$ cat src/rtl/hazard3_uart_dtm_rx_pkg.sv
// Shared constants and types for the UART DTM serial blocks.
// Bit timing is 8 oversample phases per bit.
package hazard3_uart_dtm_rx_pkg;

  localparam logic [2:0] PHASE_S0   = 3'd3;
  localparam logic [2:0] PHASE_S1   = 3'd4;
  localparam logic [2:0] PHASE_VOTE = 3'd5;
  localparam logic [2:0] PHASE_LAST = 3'd7;
  localparam logic [2:0] LAST_BIT   = 3'd7;

  typedef enum logic [2:0] {
    StIdle,
    StStart,
    StData,
    StStop,
    StBreak
  } rx_state_e;

  function automatic logic maj3(input logic a, input logic b, input logic c);
    return (a & b) | (a & c) | (b & c);
  endfunction

endpackage

$ cat src/rtl/hazard3_uart_dtm_baudgen.sv
// Oversample tick generator: one tick every max(div,1) clocks.
// The restart input realigns the tick phase to a detected start edge.
module hazard3_uart_dtm_baudgen #(
  parameter int unsigned DIV_W = 16
) (
  input  logic             clk,
  input  logic             rst,
  input  logic             restart,
  input  logic [DIV_W-1:0] div,
  output logic             tick
);

  logic [DIV_W-1:0] cnt;
  logic [DIV_W-1:0] term;

  assign term = (div == '0) ? '0 : div - DIV_W'(1);
  // >= rather than == so a shrinking div mid-count cannot stall ticks until wrap
  assign tick = !restart && (cnt >= term);

  always_ff @(posedge clk) begin
    if (rst) begin
      cnt <= '0;
    end else if (restart || tick) begin
      cnt <= '0;
    end else begin
      cnt <= cnt + DIV_W'(1);
    end
  end

endmodule

$ cat src/rtl/hazard3_uart_dtm_rx.sv
// UART DTM receiver: 8N1, 8x oversampled with 3-sample majority vote per bit.
// Completed bytes go to a valid/ready hold register; bad or overrun bytes are dropped.
module hazard3_uart_dtm_rx
  import hazard3_uart_dtm_rx_pkg::*;
#(
  parameter int unsigned DIV_W = 16
) (
  input  logic             clk,
  input  logic             rst,
  input  logic             en,
  input  logic [DIV_W-1:0] div,
  input  logic             rx,
  output logic [7:0]       wdata,
  output logic             wvld,
  input  logic             wrdy,
  output logic             err_frame,
  output logic             err_overrun
);

  logic      rx_s1;
  logic      rx_sync;
  rx_state_e state;
  logic [2:0] phase;
  logic [2:0] bit_cnt;
  logic [1:0] samp;
  logic [7:0] shift;
  logic       tick;
  logic       restart;
  logic       vote;

  always_ff @(posedge clk) begin
    if (rst) begin
      rx_s1   <= 1'b1;
      rx_sync <= 1'b1;
    end else begin
      rx_s1   <= rx;
      rx_sync <= rx_s1;
    end
  end

  assign restart = en && (state == StIdle) && !rx_sync;
  assign vote    = maj3(samp[0], samp[1], rx_sync);

  hazard3_uart_dtm_baudgen #(
    .DIV_W (DIV_W)
  ) u_baudgen (
    .clk     (clk),
    .rst     (rst),
    .restart (restart),
    .div     (div),
    .tick    (tick)
  );

  always_ff @(posedge clk) begin
    if (rst) begin
      state       <= StIdle;
      phase       <= '0;
      bit_cnt     <= '0;
      samp        <= '0;
      shift       <= '0;
      wdata       <= '0;
      wvld        <= 1'b0;
      err_frame   <= 1'b0;
      err_overrun <= 1'b0;
    end else begin
      err_frame   <= 1'b0;
      err_overrun <= 1'b0;
      if (wvld && wrdy) wvld <= 1'b0;
      if (tick) begin
        if (phase == PHASE_S0) samp[0] <= rx_sync;
        if (phase == PHASE_S1) samp[1] <= rx_sync;
      end
      if (!en) begin
        state <= StIdle;
      end else begin
        unique case (state)
          StIdle: begin
            if (!rx_sync) begin
              state <= StStart;
              phase <= '0;
            end
          end
          StStart: begin
            if (tick) begin
              phase <= phase + 3'd1;
              if (phase == PHASE_VOTE && vote) begin
                state <= StIdle;
              end else if (phase == PHASE_LAST) begin
                state   <= StData;
                bit_cnt <= '0;
              end
            end
          end
          StData: begin
            if (tick) begin
              phase <= phase + 3'd1;
              if (phase == PHASE_VOTE) shift <= {vote, shift[7:1]};
              if (phase == PHASE_LAST) begin
                bit_cnt <= bit_cnt + 3'd1;
                if (bit_cnt == LAST_BIT) state <= StStop;
              end
            end
          end
          StStop: begin
            if (tick) begin
              phase <= phase + 3'd1;
              if (phase == PHASE_VOTE) begin
                if (vote) begin
                  // Return to idle mid stop bit so the next start edge is caught early
                  state <= StIdle;
                  if (!wvld || wrdy) begin
                    wdata <= shift;
                    wvld  <= 1'b1;
                  end else begin
                    err_overrun <= 1'b1;
                  end
                end else begin
                  state     <= StBreak;
                  err_frame <= 1'b1;
                end
              end
            end
          end
          StBreak: begin
            if (tick && rx_sync) state <= StIdle;
          end
          default: state <= StIdle;
        endcase
      end
    end
  end

endmodule
$ cat config.mk
export PLATFORM = sky130hd
export DESIGN_NAME = hazard3_uart_dtm_rx
export DESIGN_NICKNAME = d
export VERILOG_FILES = /design/src/rtl/hazard3_uart_dtm_rx_pkg.sv /design/src/rtl/hazard3_uart_dtm_baudgen.sv /design/src/rtl/hazard3_uart_dtm_rx.sv
export SDC_FILE = /design/constraint.sdc
export NUM_CORES = 1
export LEC_CHECK = 0
export CAP_MARGIN = 20
export CELL_PAD_IN_SITES_DETAIL_PLACEMENT = 1
export CELL_PAD_IN_SITES_GLOBAL_PLACEMENT = 1
export CORE_ASPECT_RATIO = 1.25
export CORE_UTILIZATION = 42
export CTS_BUF_LIST = sky130_fd_sc_hd__clkbuf_8
export DETAILED_ROUTE_END_ITERATION = 16
export PLACE_DENSITY_LB_ADDON = 0.12
export SYNTH_ARGS = -nofsm -noshare
export SYNTH_HDL_FRONTEND = slang
export SYNTH_SLANG_ARGS = --single-unit
$ cat constraint.sdc
create_clock -name clk -period 10.4 [get_ports clk]
set_input_delay 1.04 -clock clk [delete_from_list [all_inputs] [get_ports clk]]
set_output_delay 1.04 -clock clk [all_outputs]
set_load 0.005 [all_outputs]
==> results.tsv <==
stage	metric	value	unit
run_status	outcome	finished clean	
route	Routed WL per cell	15.4	um
sta	Worst-Margin Slew	910	ps
final_layout	n_diodes	0	
setup_path	critical path class	input pin to flip-flop	
synthesis	Synth Instances	347	
synthesis	count leader, synth	dfxtp_1	
setup_path	Slowest cell on crit path	or4_1	
synthesis	top cell type's share of synthesized area	32.4	%
final_layout	fin nets	424	
sta	Max Slew Vio Count	0	
setup_path	Setup crit end kind	flip-flop	
die	core footprint	6690	um^2
power	proportion of power drawn by the clock network	33.8	%
synthesis	Post-synth EDFFs	0	
grt	vias in the first global route	2611	
setup_path	delay of the slowest cell on the worst path	630	ps
grt	global route overflow	0	
sta	slew margin rel.	39.2	%
clocking	Worst-Skew Late Latency	300	ps
synthesis	Post-synth ARST share	0	%
sta	Max Freq	194	MHz
power	Int Power	0.250	mW
synthesis	sequential area share after synthesis	32.4	%
placement	dpl hpwl	5690	um
synthesis	main combinational cell family by area after synthesis	simple AND/OR/NAND/NOR gates	
sta	post-layout min period	5140	ps
clocking	Post-CTS Hold Buffers	0	
final_layout	Area Overhead vs Synth	16.0	%
power	Seq pwr share	55.3	%
setup_path	Critical Path Most Common Cell	nand2_1	
grt	largest net degree at the start of global routing	36	
clocking	Root Driver	clkbuf_8	
power	Comb power frac	10.9	%
clocking	Post-CTS Setup Bufs	0	
route	drt drc	0	
synthesis	prevailing post-synth register cell	dfxtp_1	
clocking	clock tree buffer depth	2	
setup_path	CP required	10630	ps
sta	Setup Skew	10.5	ps
synthesis	Yosys reg bits	48	
sta	Fin. Hold Viols	0	
power	P_sw	0.0891	mW
power	Worst VDD drop	0.0719	mV
synthesis	synth top area cells	dfxtp_1, ha_1, mux2i_1, nand2b_1, nor2_1	
synthesis	Synth Cell Area	2970	um^2
synthesis	Commonest cells post-synth	dfxtp_1, nor2_1, nand2_1	
clocking	CTS tree	built	
synthesis	post-synthesis mux area share	7.42	%
power	PwrDens	98.6	nW/um^2
route	post-route ant nets	0	
sta	setup TNS	0	ps
setup_path	nature of the critical path startpoint	input pin	
clocking	number of buffers created by CTS	5	
route	drt total wl	7150	um
die	Starting Density	44.4	%
die	die area	7410	um^2
placement	PortBufs	31	
sta	Final Setup Violations	0	
setup_path	Data arrival, critical path	5380	ps
synthesis	syn_nets	394	
placement	placed cell areas	3350	um^2
synthesis	Synth area leader	dfxtp_1	
synthesis	Synth Area in XOR/XNOR	7.38	%
sta	fin crit share	49.5	%
power	sw frac	26.2	%
route	Vias per Instance	5.40	
grt	GRT Total Usage	20.7	%
final_layout	design area	3440	um^2
synthesis	compound-gate portion of the synthesized area	11.7	%
synthesis	Synth Area in Simple Gates	26.7	%
synthesis	Mapped Avg Cell Area	8.55	um^2
setup_path	crit path max fanout	13	
clocking	clock sink count	48	
synthesis	yosys warns	0	
job	Max-Cap Viols	0	
clocking	Clock transition at path regs	100	ps
die	Die W	77.2	um
die	Site Rows	33	
synthesis	Adder-Cell Fraction of Synth Area	11.3	%
power	LEAKAGE	1.32	nW
route	detailed router's first-iteration violation count	59	
clocking	Resize count post-CTS	0	
clocking	H-tree Lvls	2	
min_path	worst min path class	flip-flop to flip-flop	
final_layout	share of layout cells above drive strength 1	5.56	%
grt	initial antenna violation count	0	
setup_path	Cell Chain, Critical Path	clkdlybuf4s50_1, nor3_1, nor4bb_1, nand2_1, nand2_1, ha_1, nand4_2, or4_1, o32a_1, a211oi_2, mux2i_1	
synthesis	count of cell types in the netlist	48	
placement	RePlAce Congestion	0.806	
route	DRT Pass-1 Iters	4	
die	I/O pin total	32	
sta	unrepaired setup endpoints after global routing	no	
die	Die H	96.0	um
grt	first-pass GRT wire length	12100	um
route	vias	2511	
placed cells by master, fill, tap and decap left out, types with 3 or more instances in the layout:
master	count
clkbuf_8	5
nand4_1	6
nor2_1	41
xnor2_1	12
ha_1	26
mux2i_1	22
nor3_1	10
a21o_1	3
o32ai_1	4
or2_2	3
clkdlybuf4s50_1	31
nand2b_1	31
nand3_1	11
nor4_1	3
a21oi_1	13
nand2_1	36
o21ai_0	5
xor2_1	13
inv_1	13
or3_1	5
dfxtp_1	48
area by class of cell:
| class | count | area [um^2] |
|---|---|---|
| clock buffers | 5 | 68.8 |
| clock inverters | 3 | 20.0 |
| fillers | 816 | 3250 |
| inverters | 12 | 45.0 |
| multi-input cells | 277 | 1910 |
| flip-flops and latches | 48 | 961 |
| well taps | 87 | 109 |
| repair buffers | 33 | 325 |
flip-flops by register name, summed over array words and instances (netlist names):
register	cells
rx_sync	1
wdata	8
shift	8
err_frame	1
rx_s1	1
wvld	1
err_overrun	1
state	3
samp	2
phase	3
u_baudgen.cnt	16
bit_cnt	3
per-stage QoR:
stage | utilization, % | worst slack, ps | hold slack (ps) | power [mW] | cells
6_report | 51.5 | 5260 | 433 | 0.340 | 465
5_1_grt | 51.5 | 4890 | 465 | 0.355 | 465
4_1_cts | 51.5 | 5230 | 437 | 0.344 | 465
3_5_place_dp | 50.1 | 4930 | 405 | 0.229 | 457
3_3_place_gp | 50.1 | 5120 | 401 | 0.228 | 457
2_1_floorplan | - | 6230 | 389 | 0.213 | 347
worst paths after layout:
| check | from | endpoint | slack, ps | cells past startpoint |
|---|---|---|---|---|
| min reg2reg | rx_s1$_SDFF_PP1_ | rx_sync$_SDFF_PP1_ | 430 | 1 |
| max | div[3] | shift[2]$_SDFFE_PP0P_ | 5260 | 11 |
| max reg2reg | u_baudgen.cnt[0]$_SDFF_PP0_ | u_baudgen.cnt[15]$_SDFF_PP0_ | 7410 | 7 |
| min | rx_s1$_SDFF_PP1_ | rx_sync$_SDFF_PP1_ | 430 | 1 |
cell families (layout without fill, tap and decap cells):
family | count (synthesis) | after routing
compound gates | 45 | 45
xor+xnor | 25 | 25
fa+ha+maj | 27 | 27
buf+inv | 22 | 53
flops | 48 | 48
mux | 22 | 22
simple gates | 158 | 158
power by group through the flow:
| stage | clock, mW | combinational, mW | sequential (mW) |
|---|---|---|---|
| floorplan | 0 | 0.0218 | 0.191 |
| global placement | 0 | 0.0362 | 0.192 |
| detailed placement | 0 | 0.0373 | 0.192 |
| CTS | 0.119 | 0.0376 | 0.188 |
| global route | 0.125 | 0.0413 | 0.188 |
| finish | 0.115 | 0.0369 | 0.188 |
worst max-delay path, delay by kind of cell:
| kind | cells | cell delay (ps) |
|---|---|---|
| AO/OA/AOI/OAI | 2 | 990 |
| adder cells (fa/ha/maj) | 1 | 170 |
| buffers and inverters | 1 | 460 |
| multiplexers | 1 | 230 |
| AND/OR/NAND/NOR | 6 | 2490 |
metal layers:
metal  track usage (%)  vias to the layer above  wire (um)
met2              42.0                       27       3870
li1                  -                     1272          -
met4              6.29                        0        108
met5                 0                        -          0
met1              21.9                     1203       3060
met3              2.65                        9        118
No activity file was read; power rests on OpenSTA's default activity.
